==> src/rtl/sys_defs.svh <==
// Shared system definitions: address width and memory bus command encodings.
`ifndef SYS_DEFS_SVH
`define SYS_DEFS_SVH

`define XLEN 32

typedef enum logic [1:0] {
    BUS_NONE  = 2'h0,
    BUS_LOAD  = 2'h1,
    BUS_STORE = 2'h2
} BUS_COMMAND;

`endif

==> src/rtl/mem_arbiter_pkg.sv <==
// Types shared by the memory arbiter and its tag table; pulls bus encodings from sys_defs.
// No logic, no latency; no flow control.
package mem_arbiter_pkg;
`include "sys_defs.svh"

    localparam int XLEN_W   = `XLEN;
    localparam int TAG_W    = 4;
    localparam int NUM_TAGS = 16;
    localparam int CNT_W    = 5;

    typedef enum logic {
        OWNER_ICACHE = 1'b0,
        OWNER_DCACHE = 1'b1
    } MEM_OWNER;

    typedef struct packed {
        logic     valid;
        MEM_OWNER owner;
    } owner_entry_t;

endpackage

==> src/rtl/mem_tag_table.sv <==
// Tag-indexed owner table: combinational lookup of the pre-edge entry, write-after-clear at the edge,
// popcount of the registered entries. Tag 0 is never stored; no backpressure.
import mem_arbiter_pkg::*;

module mem_tag_table (
    input  logic             clk,
    input  logic             reset,
    input  logic             wr_en_i,
    input  logic [TAG_W-1:0] wr_tag_i,
    input  MEM_OWNER         wr_owner_i,
    input  logic [TAG_W-1:0] rd_tag_i,
    output logic             rd_hit_o,
    output MEM_OWNER         rd_owner_o,
    output logic [CNT_W-1:0] cnt_o
);

    owner_entry_t [NUM_TAGS-1:0] owner_q, owner_d;

    assign rd_hit_o   = (rd_tag_i != '0) && owner_q[rd_tag_i].valid;
    assign rd_owner_o = owner_q[rd_tag_i].owner;

    // A return and a new grant on the same tag: the clear is applied first so the new entry survives.
    always_comb begin
        owner_d = owner_q;
        if (rd_hit_o) begin
            owner_d[rd_tag_i].valid = 1'b0;
        end
        if (wr_en_i && (wr_tag_i != '0)) begin
            owner_d[wr_tag_i].valid = 1'b1;
            owner_d[wr_tag_i].owner = wr_owner_i;
        end
        owner_d[0] = '0;
    end

    always_ff @(posedge clk or negedge reset) begin
        if (!reset) begin
            owner_q <= '0;
        end else begin
            owner_q <= owner_d;
        end
    end

    always_comb begin
        cnt_o = '0;
        for (int i = 1; i < NUM_TAGS; i++) begin
            cnt_o = cnt_o + {{(CNT_W-1){1'b0}}, owner_q[i].valid};
        end
    end

endmodule

==> src/rtl/mem_arbiter.sv <==
// icache/dcache memory arbiter: same-cycle grant, tag-owner return routing; rejected requests retry themselves.
// ARB_STARVE_GUARD_EN enables the icache starvation guard (otherwise strict dcache priority).
import mem_arbiter_pkg::*;

module mem_arbiter #(
    parameter int STARVE_LIMIT = 4
) (
    input  logic              clk,
    input  logic              reset,
    input  logic [1:0]        icache_command,
    input  logic [XLEN_W-1:0] icache_addr,
    input  logic [1:0]        dcache_command,
    input  logic [XLEN_W-1:0] dcache_addr,
    input  logic [63:0]       dcache_data,
    input  logic [3:0]        mem2proc_response,
    input  logic [63:0]       mem2proc_data,
    input  logic [3:0]        mem2proc_tag,
    output logic [1:0]        proc2mem_command,
    output logic [XLEN_W-1:0] proc2mem_addr,
    output logic [63:0]       proc2mem_data,
    output logic [3:0]        icache_response,
    output logic [3:0]        dcache_response,
    output logic [63:0]       icache_data_out,
    output logic [3:0]        icache_tag,
    output logic [63:0]       dcache_data_out,
    output logic [3:0]        dcache_tag,
    output logic [4:0]        outstanding_cnt
);

    logic              ic_req, dc_req;
    logic              grant_ic, grant_dc;
    logic              starve_fire;
    logic [1:0]        gnt_cmd;
    logic [XLEN_W-1:0] gnt_addr;
    logic [63:0]       gnt_data;
    logic              tbl_wr_en;
    logic              rd_hit;
    MEM_OWNER          rd_owner;

    assign ic_req = (icache_command != BUS_NONE);
    assign dc_req = (dcache_command != BUS_NONE);

`ifdef ARB_STARVE_GUARD_EN
    logic [2:0] starve_q, starve_d;

    assign starve_fire = (int'(starve_q) + 1 >= STARVE_LIMIT);

    always_comb begin
        starve_d = '0;
        if (ic_req && !grant_ic) begin
            starve_d = (starve_q == 3'd7) ? starve_q : starve_q + 3'd1;
        end
    end

    always_ff @(posedge clk or negedge reset) begin
        if (!reset) begin
            starve_q <= '0;
        end else begin
            starve_q <= starve_d;
        end
    end
`else
    assign starve_fire = 1'b0;
`endif

    assign grant_ic = ic_req && (!dc_req || starve_fire);
    assign grant_dc = dc_req && !grant_ic;

    always_comb begin
        gnt_cmd  = BUS_NONE;
        gnt_addr = '0;
        gnt_data = '0;
        if (grant_dc) begin
            gnt_cmd  = dcache_command;
            gnt_addr = dcache_addr;
            gnt_data = dcache_data;
        end else if (grant_ic) begin
            gnt_cmd  = icache_command;
            gnt_addr = icache_addr;
        end
    end

    // Only accepted loads expect data back; stores and rejections leave the table alone.
    assign tbl_wr_en = (gnt_cmd == BUS_LOAD) && (mem2proc_response != '0);

    mem_tag_table u_tag_table (
        .clk        (clk),
        .reset      (reset),
        .wr_en_i    (tbl_wr_en),
        .wr_tag_i   (mem2proc_response),
        .wr_owner_i (grant_ic ? OWNER_ICACHE : OWNER_DCACHE),
        .rd_tag_i   (mem2proc_tag),
        .rd_hit_o   (rd_hit),
        .rd_owner_o (rd_owner),
        .cnt_o      (outstanding_cnt)
    );

    always_comb begin
        proc2mem_command = BUS_NONE;
        proc2mem_addr    = '0;
        proc2mem_data    = '0;
        icache_response  = '0;
        dcache_response  = '0;
        icache_data_out  = '0;
        icache_tag       = '0;
        dcache_data_out  = '0;
        dcache_tag       = '0;
        if (reset) begin
            proc2mem_command = gnt_cmd;
            proc2mem_addr    = gnt_addr;
            proc2mem_data    = gnt_data;
            if (grant_ic) icache_response = mem2proc_response;
            if (grant_dc) dcache_response = mem2proc_response;
            if (rd_hit) begin
                if (rd_owner == OWNER_ICACHE) begin
                    icache_data_out = mem2proc_data;
                    icache_tag      = mem2proc_tag;
                end else begin
                    dcache_data_out = mem2proc_data;
                    dcache_tag      = mem2proc_tag;
                end
            end
        end
    end

endmodule

==> config.mk <==
export PLATFORM = sky130hd
export DESIGN_NAME = mem_arbiter
export DESIGN_NICKNAME = d
export VERILOG_FILES = /design/src/rtl/mem_arbiter_pkg.sv /design/src/rtl/mem_tag_table.sv /design/src/rtl/mem_arbiter.sv
export VERILOG_INCLUDE_DIRS = /design/src /design/src/rtl
export SDC_FILE = /design/constraint.sdc
export NUM_CORES = 1
export LEC_CHECK = 0
export CORE_AREA = 2 2 177 179
export DETAILED_ROUTE_END_ITERATION = 8
export DIE_AREA = 0 0 179 181
export GPL_TIMING_DRIVEN = 0
export HOLD_SLACK_MARGIN = 0.05
export PLACE_DENSITY_LB_ADDON = 0.2
export SETUP_SLACK_MARGIN = 0.2
export SYNTH_ARGS = -nofsm -noshare
export SYNTH_HDL_FRONTEND = slang
export SYNTH_SLANG_ARGS = --single-unit
export TNS_END_PERCENT = 50
==> constraint.sdc <==
create_clock -name clk -period 6.9 [get_ports clk]
set_input_delay 1.035 -clock clk [delete_from_list [all_inputs] [get_ports clk]]
set_output_delay 1.035 -clock clk [all_outputs]
set_load 0.01 [all_outputs]
==> impl_summary.md <==
Synthesis
The average instance area after synthesis is between 8 and 9 um^2. The most area-hungry cell type in the Yosys netlist is sky130_fd_sc_hd__a211oi_2. The synthesized flop and latch total is 30. Among all cell types in the netlist, the one instantiated most often is sky130_fd_sc_hd__inv_1.

Sorting the synthesized cells by area gives the leading types as sky130_fd_sc_hd__a211oi_2, sky130_fd_sc_hd__dfrtp_1, sky130_fd_sc_hd__and2_1. Summing every instance area after synthesis gives 4746 um^2. The count of different cell masters after synthesis is between 40 and 50. For this run, the leading register cell type out of synthesis is sky130_fd_sc_hd__dfrtp_1. The synthesized design devotes to its leading area cell type 21.09% of total area. During synthesis, Yosys emitted a total of 0 warnings.

The number of synthesized flops with an enable pin is 0. The share of flip-flops with an asynchronous set or reset after synthesis is 100.0%. After synthesis, flip-flops and latches occupy 15.82% of the total area. Synthesis produced a netlist whose cell count is 570. The synthesized netlist net count is about 790. The commonest cells after synthesis are sky130_fd_sc_hd__inv_1, sky130_fd_sc_hd__a211oi_2, sky130_fd_sc_hd__and2_1.

GRT
Entering global routing, the biggest net connects 33 pins. The first global-routing pass estimated 42350 um of wire. The most utilized layer in the global route result is met2.

The met2 global-route usage is between 30% and 40%. The final global-route overflow total is 0. The fraction of met3 tracks used by global routing is about 4.1%.

The number of antenna violations at the first check in global routing came to 2. The met1 usage in global routing is 17.29%. The number of global-route vias before repair is 6426. Global routing used between 15 and 20% of the available tracks.

Power
Of the total power, the clock network draws ~13%. In this run, the combinational gates consume a little under three quarters of the power. The power per cell area is between 150 and 200 nW/um^2.

The switching power is 0.0006630 W. Across the VDD grid, the largest voltage drop is 177.4 uV. The analysis attributes to cell leakage a power of 3.664 nW.

The fraction of power spent switching nets is ~40%. The part of the total power dissipated in sequential elements is 15.5%. The internal portion of the total power is 0.0009568 W.

Floorplan
The horizontal die dimension is around 180 um. The die outline area is between 30000 and 40000 um^2. In this run the standard cell core region covers 30350 um^2. The floorplan has 64 rows. The number of top-level design ports is 453. The floorplan die height is 181 um. The initial utilization of the core area, before any placement, comes to 15.64%.

Clocking
In this run, post-CTS repair resized a total of 0 instances. The insertion delay of the later-clocked pin in the worst-skew pair is about 270 ps. Clock-pin slew was measured on the worst setup and hold paths at 40 ps. TritonCTS built the clock tree. The post-CTS repair timing setup buffer count is 0. The post-cts hold buffer count is 0.

The depth of the CTS H-tree is 2. The number of CTS-inserted buffers is 5. The cell at the root of the clock tree is sky130_fd_sc_hd__clkbuf_16. The maximum number of buffers from clock root to sink is 2. The tree built by TritonCTS fans out to 30 sinks.

Final layout
The register with the most flip-flops in the layout has 30 of them. Relative to the synthesized area, the layout overhead comes to 108.4%. u_tag_table.owner_q holds more flip-flops than any other register.

Cells with a size suffix above 1 make up between 10 and 15% of the layout. The total inserted antenna cells is 0. At the end of the flow the core is filled with cells to 32.59%.

For this run, the post-layout net count is 1249. The fill cell total of the finished layout is approximately 3200. The largest registers in the layout are u_tag_table.owner_q x30.

Critical path
Data on the critical path arrives at its endpoint at 4380 ps. In this run the worst path has a maximum fanout of 3. By startpoint and endpoint, the worst setup path is classified as flip-flop to primary output. The endpoint required time on the critical path is 5860 ps. STA classifies the critical path endpoint as a primary output. The worst setup path is launched from a flip-flop.

Place
The placer's final routability congestion estimate is 0.8545. Detailed placement finished with a half-perimeter wire length of 26540 um. In this run the tool buffered the top-level ports with 451 buffer cells.

Timing
The number of slew-limit violations in the final report was 0. In this run the tightest slew margin relative to its limit is 23.16%. The tightest hold path in the finished design has a slack of roughly 500 ps. The count of final hold-check violations was 0. The clock arrives with 0.5535 ps of skew. The routed design could run at a clock period as short as 5414 ps. Setup repair after global routing left no endpoint under its margin. The summed negative setup slack over all endpoints is 0 ps. Based on the critical path, the design can be clocked at up to 184.7 MHz.

The final cycle utilization of the critical path is approximately 78%. At the pin with the least slew margin, the transition time is 1124 ps. The count of final setup violators is 0.

Routing
The number of search-and-repair iterations in the first detailed-routing pass is 4. The number of violations reported at the end of detailed-routing iteration 0 is 144. The via count is 6159.

In this run the remaining antenna-violating nets after routing total 0. The routed length per instance is between 20 and 25 um. After detailed routing, the number of remaining DRC violations is 0. Dividing the detail-routed via count by the number of cells gives 4.328. The final layout contains routed wiring with a total length of 30020 um.

Flow run
The max-cap violation count is 0.

Run status
The run finished with clean final reports.

Min path
The tightest min-delay check is of the flip-flop to flip-flop type.
logic make-up (layout without fill, tap and decap cells):
| group | count (synthesis) | count (layout) | synth area share, % |
|---|---|---|---|
| XOR/XNOR | 2 | 2 | 0.3692 |
| AO/OA/AOI/OAI | 203 | 203 | 40.65 |
| buffers and inverters | 160 | 617 | 14.92 |
| adder cells (fa/ha/maj) | 15 | 15 | 5.378 |
| AND/OR/NAND/NOR | 133 | 133 | 15.37 |
| flip-flops | 30 | 30 | 15.82 |
| multiplexers | 27 | 27 | 7.487 |
layout make-up:
class                   count  area, um^2  area share (%)
plain buffers              65       351.6           3.555
clock buffers               6       138.9           1.404
flip-flops and latches     30       750.7           7.591
well taps                 396       495.5           5.010
multi-input cells         380        3287           33.24
repair buffers            451        4509           45.60
inverters                  95       356.6           3.606
worst max-delay path, stage by stage, from the launching register on:
cell and delay, ps:
sky130_fd_sc_hd__dfrtp_1 400, sky130_fd_sc_hd__ha_1 290, sky130_fd_sc_hd__inv_1 50, sky130_fd_sc_hd__fa_1 500, sky130_fd_sc_hd__fa_1 430, sky130_fd_sc_hd__fa_1 510, sky130_fd_sc_hd__fa_1 410, sky130_fd_sc_hd__inv_1 70
sky130_fd_sc_hd__ha_1 160, sky130_fd_sc_hd__inv_1 60, sky130_fd_sc_hd__fa_1 460, sky130_fd_sc_hd__nor2b_1 130, sky130_fd_sc_hd__o21a_1 120, sky130_fd_sc_hd__clkdlybuf4s50_1 530
cells in the final DEF, fill, tap and decap left out, drive strengths merged, types with 2 or more instances in the layout:
cell / synthesis / routed
nor2: 10 / 10
mux2: 18 / 18
xnor2: 2 / 2
nand2b: 6 / 6
a21oi: 3 / 3
nor3b: 2 / 2
a211oi: 132 / 132
nand3: 5 / 5
mux4: 5 / 5
clkdlybuf4s50: 0 / 450
fa: 9 / 9
nand2: 27 / 27
a2111oi: 4 / 4
clkbuf: 30 / 36
o31ai: 2 / 2
o31a: 2 / 2
a2111o: 2 / 2
nor3: 5 / 5
dfrtp: 30 / 30
inv: 95 / 95
o21ai: 19 / 19
ha: 6 / 6
buf: 35 / 36
mux2i: 4 / 4
nor2b: 7 / 7
a22o: 32 / 32
and2: 69 / 69
final timing paths:
| kind | from | end | slack, ps | depth (start not counted) |
|---|---|---|---|---|
| worst max-delay path | u_tag_table.owner_q[5] | outstanding_cnt[4] | 1490 | 13 |
| worst min-delay path | u_tag_table.owner_q[2] | u_tag_table.owner_q[2] | 500 | 1 |
| worst max register to register | u_tag_table.owner_q[15] | u_tag_table.owner_q[15] | 5580 | 4 |
| worst min register to register | u_tag_table.owner_q[2] | u_tag_table.owner_q[2] | 500 | 1 |
| max in group asynchronous | reset | u_tag_table.owner_q[13] | 5610 | 1 |
| min in group asynchronous | reset | u_tag_table.owner_q[8] | 820 | 1 |
power groups by stage:
stage	Clock [W]	Combinational (W)	Sequential [W]
after CTS	0.000210	0.00120	0.000250
after detailed placement	0	0.00119	0.000253
after floorplan	0	0.000607	0.000240
after global routing	0.000219	0.00128	0.000255
after global placement	0	0.00118	0.000252
final	0.000206	0.00116	0.000250
layer usage:
metal  routed length (um)  vias to the layer above
met1                10270                     2901
met3                 2536                       23
met2                16660                      303
met5                    0                        -
li1                     -                     2932
met4                  552                        0
stage by stage:
step | total power (W) | cell area (um^2) | worst slack [ps] | instances
finish | 0.001620 | 9889 | 1486 | 1423
global route | 0.001759 | 9889 | 1299 | 1423
CTS | 0.001656 | 9889 | 1430 | 1423
detailed placement | 0.001444 | 9751 | 1470 | 1417
global placement | 0.001429 | 9756 | 549.0 | 1417
floorplan | 0.0008470 | 4746 | 2420 | 570
(Power assumes the default switching activity.)
